File: src/rtl/ps2_scan_ctrl.sv
// PS/2 scan-code sequencer: synchronises the receiver strobe, folds E0/F0 prefixes
// into single key events, filters status bytes and buffers events in a show-ahead FIFO.
module ps2_scan_ctrl #(
    parameter int FIFO_DEPTH     = 8,
    parameter int TIMEOUT_CYCLES = 50000,
    parameter int CNT_W          = 16
) (
    input  logic       clk,
    input  logic       areset,
    input  logic       rx_valid,
    input  logic [7:0] rx_data,
    output logic       ev_valid,
    input  logic       ev_ready,
    output logic [7:0] ev_code,
    output logic       ev_ext,
    output logic       ev_release,
    output logic       status_valid,
    output logic [7:0] status_code,
    output logic       overflow,
    output logic       seq_err,
    input  logic       clear
);
    localparam int                AW      = (FIFO_DEPTH > 1) ? $clog2(FIFO_DEPTH) : 1;
    localparam logic [AW:0]       DEPTH_C = (AW + 1)'(FIFO_DEPTH);
    localparam logic [CNT_W-1:0]  TO_LAST = CNT_W'(TIMEOUT_CYCLES - 1);

    typedef enum logic [1:0] {S_IDLE, S_EXT, S_BRK, S_EXT_BRK} state_t;

    function automatic logic is_status(input logic [7:0] b);
        return (b == 8'hFA) || (b == 8'hAA) || (b == 8'hEE) || (b == 8'hFC) ||
               (b == 8'hFE) || (b == 8'h00) || (b == 8'hFF);
    endfunction

    logic             r_s1, r_s2, r_s3, r_stb;
    logic [7:0]       r_byte;
    state_t           r_state;
    logic [CNT_W-1:0] r_cnt;
    logic [AW-1:0]    r_wptr, r_rptr;
    logic [AW:0]      r_count;
    logic [9:0]       r_mem [FIFO_DEPTH];

    logic             w_edge, w_push, w_err, w_status, w_pop, w_full, w_wr, w_drop;
    logic [9:0]       w_ev, w_head;
    state_t           w_next;

    // Registering the strobe with its byte gives the byte one clean decode cycle
    assign w_edge = r_s2 & ~r_s3;

    always_ff @(posedge clk or posedge areset) begin
        if (areset) begin
            r_s1   <= 1'b0;
            r_s2   <= 1'b0;
            r_s3   <= 1'b0;
            r_stb  <= 1'b0;
            r_byte <= 8'h00;
        end else begin
            r_s1  <= rx_valid;
            r_s2  <= r_s1;
            r_s3  <= r_s2;
            r_stb <= w_edge;
            if (w_edge)
                r_byte <= rx_data;
        end
    end

    always_comb begin
        w_next   = r_state;
        w_push   = 1'b0;
        w_ev     = 10'd0;
        w_err    = 1'b0;
        w_status = 1'b0;
        if (r_stb) begin
            case (r_state)
                S_IDLE: begin
                    if (r_byte == 8'hE0)      w_next = S_EXT;
                    else if (r_byte == 8'hF0) w_next = S_BRK;
                    else if (is_status(r_byte)) w_status = 1'b1;
                    else begin
                        w_push = 1'b1;
                        w_ev   = {2'b00, r_byte};
                    end
                end
                S_EXT: begin
                    if (r_byte == 8'hF0) w_next = S_EXT_BRK;
                    else begin
                        w_next = S_IDLE;
                        if (r_byte == 8'hE0) w_err = 1'b1;
                        else begin
                            w_push = 1'b1;
                            w_ev   = {2'b01, r_byte};
                        end
                    end
                end
                default: begin
                    w_next = S_IDLE;
                    if (r_byte == 8'hE0 || r_byte == 8'hF0) w_err = 1'b1;
                    else begin
                        w_push = 1'b1;
                        w_ev   = {1'b1, (r_state == S_EXT_BRK), r_byte};
                    end
                end
            endcase
        end else if (r_state != S_IDLE && r_cnt == TO_LAST) begin
            w_err  = 1'b1;
            w_next = S_IDLE;
        end
    end

    always_ff @(posedge clk or posedge areset) begin
        if (areset) begin
            r_state      <= S_IDLE;
            r_cnt        <= '0;
            status_valid <= 1'b0;
            status_code  <= 8'h00;
            seq_err      <= 1'b0;
        end else begin
            r_state      <= w_next;
            status_valid <= w_status;
            seq_err      <= w_err;
            if (w_status)
                status_code <= r_byte;
            if (r_stb || r_state == S_IDLE || w_err)
                r_cnt <= '0;
            else
                r_cnt <= r_cnt + 1'b1;
        end
    end

    // A simultaneous pop frees the slot the push needs
    assign w_pop  = ev_valid & ev_ready;
    assign w_full = (r_count == DEPTH_C);
    assign w_wr   = w_push & (~w_full | w_pop);
    assign w_drop = w_push & w_full & ~w_pop;

    always_ff @(posedge clk or posedge areset) begin
        if (areset) begin
            r_wptr   <= '0;
            r_rptr   <= '0;
            r_count  <= '0;
            overflow <= 1'b0;
        end else begin
            if (w_wr)  r_wptr <= r_wptr + 1'b1;
            if (w_pop) r_rptr <= r_rptr + 1'b1;
            case ({w_wr, w_pop})
                2'b10:   r_count <= r_count + 1'b1;
                2'b01:   r_count <= r_count - 1'b1;
                default: r_count <= r_count;
            endcase
            if (w_drop)     overflow <= 1'b1;
            else if (clear) overflow <= 1'b0;
        end
    end

    always_ff @(posedge clk) begin
        if (w_wr)
            r_mem[r_wptr] <= w_ev;
    end

    assign w_head     = r_mem[r_rptr];
    assign ev_valid   = (r_count != '0);
    assign ev_code    = ev_valid ? w_head[7:0] : 8'h00;
    assign ev_ext     = ev_valid & w_head[8];
    assign ev_release = ev_valid & w_head[9];
endmodule
File: config.mk
export PLATFORM = sky130hd
export DESIGN_NAME = ps2_scan_ctrl
export DESIGN_NICKNAME = d
export VERILOG_FILES = /design/src/rtl/ps2_scan_ctrl.sv
export SDC_FILE = /design/constraint.sdc
export NUM_CORES = 1
export LEC_CHECK = 0
export ABC_CLOCK_PERIOD_IN_PS = 2800
export CORE_UTILIZATION = 50
export CTS_BUF_LIST = sky130_fd_sc_hd__clkbuf_16
export DETAILED_ROUTE_END_ITERATION = 16
export HOLD_SLACK_MARGIN = 0.03
export PLACE_DENSITY = 0.71
export SYNTH_ARGS = -nofsm -noshare
export SYNTH_HDL_FRONTEND = slang
export SYNTH_SLANG_ARGS = --single-unit
File: constraint.sdc
create_clock -name clk -period 2.8 [get_ports clk]
set_input_delay 0.42 -clock clk [delete_from_list [all_inputs] [get_ports clk]]
set_output_delay 0.42 -clock clk [all_outputs]
set_load 0.005 [all_outputs]
==> impl_metrics.csv, run 1 <==
group,metric,value,unit
clocking,cts_tree,"done",
sta,maxSlewHeadroom,48.4,%
floorplan,ios,35,
clocking,root_buffer,"clkbuf_16",
setup_path,critPathLaunchType,"register",
synth,synthCells,346,
setup_path,crit_end,"r_count[3]$_DFFE_PP0P_",
global_routing,overflow,0,
setup_path,critPathMostFrequentCell,"a21o_1",
sta,fin_crit,2.68,ns
synth,synth_top_flop_cell,"edfxtp_1",
setup_path,critPathLaunch,"r_byte[7]$_DFFE_PP0P_",
floorplan,dieArea,11500,sq um
setup_path,worst_ep_arrival_time,3.02,ns
clocking,cts_setup_buffers,0,
synth,syn-mean-instance-area,16.0,sq um
sta,tns,0,ns
floorplan,core_area,10800,sq um
global_routing,grt_pass1_vias,3330,
place,place_congestion,0.776,
run,cap_violations,0,
setup_path,crit_buf_inv,0,
synth,synth_top_cell_area_share,43.3,%
cells_and_area,layout-drive-gt1-share,27.5,%
global_routing,grt_util_met2,33.0,%
setup_path,crit_path_max_fanout,3,
place,hpwl,6850,um
setup_path,critPathCaptureType,"register",
global_routing,grtUsageMet1,26.7,%
detailed_routing,routedWlPerCell,18.7,um
clocking,cts_buffers,17,
detailed_routing,drtIter0Drc,159,
place,io_buffers,34,
detailed_routing,vias,3153,
detailed_routing,detail_route.first_pass.iterations,4,
floorplan,start_util,51.2,%
floorplan,die_y,107,um
synth,synthTopCellsByArea,"edfxtp_1, dfrtp_1, mux4_2",
detailed_routing,drcViolationCount,0,
synth,ys_seq_elements,131,
clocking,htreeDepth,4,
global_routing,grt_antenna_before_repair,0,
setup_path,crit_type,"reg2reg",
cells_and_area,layoutNonFillerInstCount,566,
synth,ys_types,47,
power_and_ir_drop,p_leak,2.63,nW
global_routing,grt_pass1_wl,17300,um
setup_path,required,3.13,ns
place,dp.cells,534,
sta,finalCritPeriodShare,95.8,%
outcome,run_status,"complete, no violations",
setup_path,worst-path-stages,11,
clocking,cts_resized,0,
power_and_ir_drop,p_total,6.53,mW
floorplan,die_w,107,um
power_and_ir_drop,ir_worst_vdd,0.494,mV
synth,syn-num-nets,365,
cells_and_area,nets,432,
synth,synth_area,5550,sq um
sta,skew,0.00682,ns
detailed_routing,viasPerCell,5.57,
floorplan,rows,38,
setup_path,r2r-end,"r_count[3]$_DFFE_PP0P_",
detailed_routing,wirelength,10600,um
setup_path,crit_chain,"or4_4, nand2_4, o2bb2ai_4, a21oi_4, nor2_4, ha_1, a21o_1, a21o_1, or2_2, mux2i_1, xor2_1",
synth,synth_area_leader_cell,"edfxtp_1",
place,dpl-instance-area,6270,sq um
setup_path,reg2reg_depth,11,
synth,yosys_warnings,0,
synth,ys_seq_area_share,66.3,%
cells_and_area,diodes,0,
sta,setup_viol,0,
global_routing,busiest_layer,"met2",
cells_and_area,area_growth,24.7,%
setup_path,r2r-start,"r_byte[7]$_DFFE_PP0P_",
clocking,hold_buffers,0,
cells_and_area,finalInstanceArea,6920,sq um
clocking,cts.clk_slew.worst_paths,0.06,ns
setup_path,ff2ff_setup_slack,0.12,ns
global_routing,grt_use_total,20.8,%
synth,synth_edf_count,80,
clocking,clockBufferDepth,2,
detailed_routing,detail-route-antenna-nets,0,
power_and_ir_drop,power_density,944,nW/um^2
sta,tightest_slew,0.772,ns
setup_path,max_stage_delay,0.54,ns
worst_hold_path,min_path_type,"in2async",
global_routing,grt_max_degree,22,
global_routing,grtUsageMet3,6.17,%
clocking,cts_sinks,131,
sta,max_freq,0.373,GHz
sta,rsz0062_at_grt,"true",
synth,synth-async-reset-ratio,38.9,%
clocking,clk_latency,0.41,ns
setup_path,crit_family,"simple AND/OR/NAND/NOR gates",
setup_path,cp_slowest_cell,"or4_4",
sta,final_max_slew_viol_count,0,
cells_and_area,fin_util,63.8,%
sta,finalHoldViolCount,0,
[worst reg2reg max path, cell delays in order (launching register included)]
cell       delay [ns]
dfrtp_1          0.37
or4_4            0.54
nand2_4          0.10
o2bb2ai_4        0.15
a21oi_4          0.10
nor2_4           0.14
ha_1             0.24
a21o_1           0.18
a21o_1           0.18
or2_2            0.26
mux2i_1          0.17
xor2_1           0.17
[cell families (layout without fill, tap and decap cells)]
group           after synthesis  count (layout)  synth area share [%]
mux                          51              51                  14.4
compound gates               16              16                  2.80
fa+ha+maj                     6               6                  1.49
buf+inv                      21             101                  1.62
simple gates                100             100                  10.0
xor+xnor                     21              21                  3.32
flops                       131             131                  66.3
[cells in the mapped netlist, types with 2 or more instances]
| master | n |
|---|---|
| nor3_1 | 5 |
| and3_1 | 8 |
| mux2_1 | 4 |
| nand3b_1 | 2 |
| a21o_1 | 3 |
| xor2_1 | 10 |
| and2_2 | 3 |
| inv_1 | 9 |
| edfxtp_1 | 80 |
| buf_1 | 2 |
| nor2b_1 | 2 |
| nor4_1 | 6 |
| dfrtp_1 | 51 |
| mux2i_1 | 12 |
| ha_1 | 5 |
| nor4b_1 | 5 |
| mux4_2 | 20 |
| nand3_1 | 10 |
| o21ai_0 | 4 |
| clkbuf_1 | 6 |
| xnor2_1 | 11 |
| nor2_1 | 31 |
| nand2_1 | 9 |
| buf_2 | 3 |
| a21oi_1 | 2 |
| mux2_2 | 13 |
| nand4_1 | 5 |
| and2_1 | 6 |
[per-layer routing]
layer | up-vias | wire length (um)
li1 | 1446 | -
met1 | 1608 | 4760
met2 | 73 | 5140
met3 | 26 | 451
met4 | 0 | 221
met5 | - | 0
[sequential cells by signal, summed over array words and instances (netlist names)]
name          count
r_mem            80
r_cnt            16
r_byte            8
status_code       8
r_count           4
r_rptr            3
r_wptr            3
r_state           2
overflow          1
r_s1              1
r_s2              1
r_s3              1
r_stb             1
seq_err           1
status_valid      1
[cell type report]
class,instances,area (sq um)
fill,803,3930
sequential,131,3680
multi-input combinational,194,1830
timing repair buffer,60,561
clock buffer,17,425
clock inverter,15,205
tap,140,175
inverter,9,33.8
[how the worst min path moves through the flow]
| stage | depth (start not counted) | from | to | slack, ns |
|---|---|---|---|---|
| detailed placement | 0 | r_s1$_DFF_PP0_ | r_s2$_DFF_PP0_ | 0.34 |
| finish | 2 | areset | r_cnt[13]$_DFF_PP0_ | 0.33 |
| CTS | 2 | areset | r_cnt[13]$_DFF_PP0_ | 0.34 |
| floorplan | 0 | r_s1$_DFF_PP0_ | r_s2$_DFF_PP0_ | 0.33 |
| global placement | 0 | r_s1$_DFF_PP0_ | r_s2$_DFF_PP0_ | 0.34 |
| global route | 0 | r_s1$_DFF_PP0_ | r_s2$_DFF_PP0_ | 0.37 |
[report_power, final]
group / leakage, nW / switching [mW] / internal [mW]
clock network: 0.300 / 0.842 / 1.50
registers: 1.38 / 0.200 / 2.29
logic: 0.951 / 0.704 / 0.994
total: 2.63 / 1.75 / 4.78
[metrics by stage]
step           setup WS [ns]  hold slack (ns)
5_1_grt              -0.0134            0.366
6_report               0.116            0.332
2_1_floorplan        -0.0394            0.331
3_3_place_gp           0.141            0.337
4_1_cts             0.000693            0.340
3_5_place_dp          0.0457            0.340
[cells in the final DEF (no fill, tap or decap), drive strengths merged, types with 6 or more instances in the layout]
| cell type | count |
|---|---|
| and2 | 9 |
| and3 | 8 |
| buf | 26 |
| clkbuf | 17 |
| clkdlybuf4s50 | 34 |
| dfrtp | 51 |
| edfxtp | 80 |
| inv | 12 |
| mux2 | 18 |
| mux2i | 13 |
| mux4 | 20 |
| nand2 | 11 |
| nand3 | 10 |
| nor2 | 32 |
| nor4 | 6 |
| xnor2 | 11 |
| xor2 | 10 |
Note: power is estimated with default switching activity, not from simulation.
==> run 2: changes to the inputs <==
CAP_MARGIN = 20   (was default)
==> results of run 2 <==
Final layout, timing and power as in run 1 (identical DEF).
